$ cat config.mk
export PLATFORM = sky130hd
export DESIGN_NAME = axis_pkt_tx
export DESIGN_NICKNAME = d
export VERILOG_FILES = /design/src/rtl/axis_pkt_tx.sv
export SDC_FILE = /design/constraint.sdc
export NUM_CORES = 1
export LEC_CHECK = 0
export ABC_AREA = 1
export BUFFER_PORTS_ARGS = -buffer_cell sky130_fd_sc_hd__buf_4
export CORE_MARGIN = 5
export CORE_UTILIZATION = 45
export DETAILED_ROUTE_END_ITERATION = 7
export PLACE_DENSITY = 0.69
export SLEW_MARGIN = 20
export SYNTH_ARGS = -nofsm -noshare
export SYNTH_HDL_FRONTEND = slang
export SYNTH_SLANG_ARGS = --single-unit
$ cat constraint.sdc
create_clock -name clk -period 1.4 [get_ports clk]
set_input_delay 0.14 -clock clk [delete_from_list [all_inputs] [get_ports clk]]
set_output_delay 0.14 -clock clk [all_outputs]
set_load 0.05 [all_outputs]
$ cat src/rtl/axis_pkt_tx.sv
// AXI-Stream packet generator: one command (seed, length) becomes an
// incrementing-data packet, optionally followed by a fixed idle gap.
module axis_pkt_tx #(
    parameter int unsigned DWIDTH = 8,
    parameter int unsigned LWIDTH = 8,
    parameter int unsigned INC    = 1,
    parameter int unsigned GAP    = 0
) (
    input  logic              clk,
    input  logic              rst,
    input  logic              cmd_valid,
    output logic              cmd_ready,
    input  logic [DWIDTH-1:0] cmd_seed,
    input  logic [LWIDTH-1:0] cmd_len,
    output logic              m_valid,
    input  logic              m_ready,
    output logic [DWIDTH-1:0] m_data,
    output logic              m_last,
    output logic              busy,
    output logic              pkt_done,
    output logic [15:0]       pkt_cnt
);

    localparam int unsigned GWIDTH = (GAP > 1) ? $clog2(GAP) : 1;
    localparam bit          HAS_GAP = (GAP != 0);
    localparam logic [DWIDTH-1:0] INC_D    = DWIDTH'(INC);
    localparam logic [GWIDTH-1:0] GAP_LOAD = GWIDTH'((GAP > 0) ? (GAP - 1) : 0);

    typedef enum logic [1:0] {
        ST_IDLE = 2'd0,
        ST_SEND = 2'd1,
        ST_GAP  = 2'd2
    } state_t;

    state_t            state;
    logic [LWIDTH-1:0] remaining;
    logic [GWIDTH-1:0] gap_cnt;

    assign cmd_ready = (state == ST_IDLE);

    // remaining counts handshakes still owed after the beat on the bus;
    // the beat presented while it is zero is the last one.
    always_ff @(posedge clk) begin
        if (rst) begin
            state     <= ST_IDLE;
            remaining <= '0;
            gap_cnt   <= '0;
            m_valid   <= 1'b0;
            m_data    <= '0;
            m_last    <= 1'b0;
            busy      <= 1'b0;
            pkt_done  <= 1'b0;
            pkt_cnt   <= 16'd0;
        end else begin
            pkt_done <= 1'b0;
            unique case (state)
                ST_IDLE: begin
                    if (cmd_valid) begin
                        state     <= ST_SEND;
                        busy      <= 1'b1;
                        m_valid   <= 1'b1;
                        m_data    <= cmd_seed;
                        m_last    <= (cmd_len == '0);
                        remaining <= cmd_len;
                    end
                end
                ST_SEND: begin
                    if (m_ready) begin
                        if (m_last) begin
                            m_valid  <= 1'b0;
                            m_last   <= 1'b0;
                            pkt_done <= 1'b1;
                            pkt_cnt  <= pkt_cnt + 16'd1;
                            if (HAS_GAP) begin
                                state   <= ST_GAP;
                                gap_cnt <= GAP_LOAD;
                            end else begin
                                state <= ST_IDLE;
                                busy  <= 1'b0;
                            end
                        end else begin
                            m_data    <= m_data + INC_D;
                            remaining <= remaining - LWIDTH'(1);
                            m_last    <= (remaining == LWIDTH'(1));
                        end
                    end
                end
                ST_GAP: begin
                    if (gap_cnt == '0) begin
                        state <= ST_IDLE;
                        busy  <= 1'b0;
                    end else begin
                        gap_cnt <= gap_cnt - GWIDTH'(1);
                    end
                end
                default: begin
                    state   <= ST_IDLE;
                    busy    <= 1'b0;
                    m_valid <= 1'b0;
                    m_last  <= 1'b0;
                end
            endcase
        end
    end

endmodule

==> results.md <==
- Crit Path Class: reg -> out
- Pins Over Slew Limit: 0
- Ys flop type: dfxtp_1
- Number of cell rows: 24
- Total track usage: 16.8%
- GR Overflow Total: 0
- Worst Max-Slew Pin Slew: 479 ps
- DR pass1 iterations: 4
- Routability Congestion: ~0.86
- I/O Pins: about 50
- Library cells used by synthesis: 28
- Final worst path period need: between 1000 and 1500 ps
- Mapped Area: 2010 um^2
- Multi-input logic area: about 1100 um^2
- Final period utilization: between 90% and 100%
- Worst-case clock buffer depth: 2
- Sink Count: 35
- Vias: 2118
- Most frequent cells in the layout: 91 x nand2_1, 56 x buf_4, 50 x nor2_1
- Crit path capture type: primary output
- Peak VDD IR: roughly 0.56 mV
- Max transition margin: between 60% and 70%
- Synth-to-layout area growth: 28.4%
- Crit-path max FO: 18
- Max Fclk: 768 MHz
- Number of diodes: 0
- Critical Path AT: ~1200 ps
- Clk_skew: ~4 ps
- Placeable Area: roughly 4400 um^2
- Max Cap Viol: 0
- Critical path launch point type: flop
- Power, Total: 2.35 mW
- Initial antenna violation count: 0
- Register area share after synthesis: 34.8%
- Final setup fails: 0
- H-tree depth: 2
- Hold Fails Final Rpt: 0
- Die height: slightly below 80 um
- Status: completed
- Root Driver: clkbuf_8
- Avg Vias per Cell: 4.94
- Total negative slack: 0 ps
- Clock transition at path regs: around 70 ps
- Post-DP HPWL: around 3700 um
- Leakage: roughly 1.1 nW
- First-pass GRT wire length: approximately 8300 um
- Post-synth EDFFs: 0
- Initial Utilization: 46.2%
- Nets: 400
- Num CTS Buffers: 5
- Cell area power density: a little over 900 nW/um^2
- Cell area after layout: between 2000 and 3000 um^2
- Filler cells: about 440
- Port Buffers: 48
- Syn Area/Cell: 6.23 um^2
- Number of nets with antenna violations after routing: 0
- Remaining DRCs: 0
- 1st-iter DRT viols: between 80 and 90
- Die ar.: a little under 6000 um^2
- Layout cells sized above 1: between 20% and 30%
- Skew-Pair Late Insertion Delay: between 200 and 300 ps
- Hold Path Class: in -> reg
- FF+latch count, synth: 35
- Critical path required time: around 1300 ps
- RSZ-0062 raised after global routing: false
- FFs w/ async S/R, synth: 0%
- Reg area: between 700 and 800 um^2
- Total wire length: around 5000 um
- Number of global-route vias before repair: approximately 1900
- DP Area: between 2000 and 2500 um^2
- Syn nets: 347
- Commonest non-fill, non-tap cell in the layout: nand2_1
- Synthesized instance count: between 300 and 400
- DR WL/cell: roughly 12 um
- CTS tree: done
- Largest net degree at the start of global routing: 19
- Chip width: 76.9 um
- Synth warnings: 0
## metrics by stage
stage / hold WS (ps) / setup WS (ps) / instances / util [%]
finish: 79.6 / 97.2 / 429 / 59.3
global route: 81.5 / 2.28 / 429 / 59.3
CTS: 70.6 / 64.3 / 429 / 58.8
detailed placement: 374 / 79.1 / 421 / 56.9
global placement: 382 / 120 / 421 / 56.9
floorplan: 268 / 2.13 / 323 / -
## repair_timing
| item | 4_1_cts | 5_1_grt |
|---|---|---|
| endpoints found under the setup margin | 0 | 7 |
| resized for setup | 0 | 8 |
| hold buffers | 0 | 0 |
| setup buffers | 0 | 0 |
## state kept, by name, summed over array words and instances, names as in the netlist
name       cells
m_data         8
pkt_done       1
remaining      8
m_last         1
pkt_cnt       16
m_valid        1
## where the power goes
group          internal (mW)  switching (mW)
logic                  0.198           0.345
clock network          0.349           0.360
registers               1.05          0.0564
total                   1.59           0.761
## cells in the mapped netlist (2+ instances only)
cell       n  area, um^2
nand4_1    6        37.5
o21ai_0   24         120
inv_2      3        11.3
dfxtp_1   35         701
buf_2      3        15.0
a31oi_1    3        18.8
nand3_1   16        80.1
a21oi_1   23         115
a211oi_1   3        22.5
nor2_1    53         199
nor2_2     2        12.5
xnor2_1    2        17.5
nand2_1   91         342
buf_4      2        15.0
nor3_1     2        10.0
inv_1     34         128
clkbuf_1   5        18.8
xor2_1     3        26.3
ha_1       4        50.1
## cell families after synthesis
group / after synthesis / share of synthesized area, %
adder cells (fa/ha/maj): 4 / 2.49
AO/OA/AOI/OAI: 55 / 14.9
flip-flops: 35 / 34.8
AND/OR/NAND/NOR: 176 / 35.8
XOR/XNOR: 5 / 2.18
buffers and inverters: 48 / 9.89
## worst paths after layout
path	endpoint	startpoint	slack, ps	cells after the start
worst max-delay path	cmd_ready	m_valid	100	3
worst min-delay path	m_valid	cmd_valid	80	3
worst max register to register	pkt_cnt[9]	m_valid	130	7
worst min register to register	remaining[5]	remaining[5]	470	2
## worst max-delay path, cell delays in order (launching register included)
cell	delay (ps)
dfxtp_4	380
inv_2	60
buf_4	210
buf_4	230
## routing by layer
layer / vias up / GRT usage (%) / share of wire [%]
met1: 924 / 20.9 / 47
li1: 1134 / - / -
met4: 0 / 5.42 / 1.1
met2: 53 / 27.8 / 46
met3: 7 / 5.04 / 6.2
met5: - / 0 / 0
## layout make-up
type | instances | area share [%]
inverters | 37 | 5.38
multi-input cells | 240 | 43.8
repair buffers | 57 | 16.7
flip-flops and latches | 35 | 28.4
clock buffers | 7 | 2.96
well taps | 52 | 2.52
clock inverters | 1 | 0.194
Note: power is estimated with default switching activity, not from simulation.
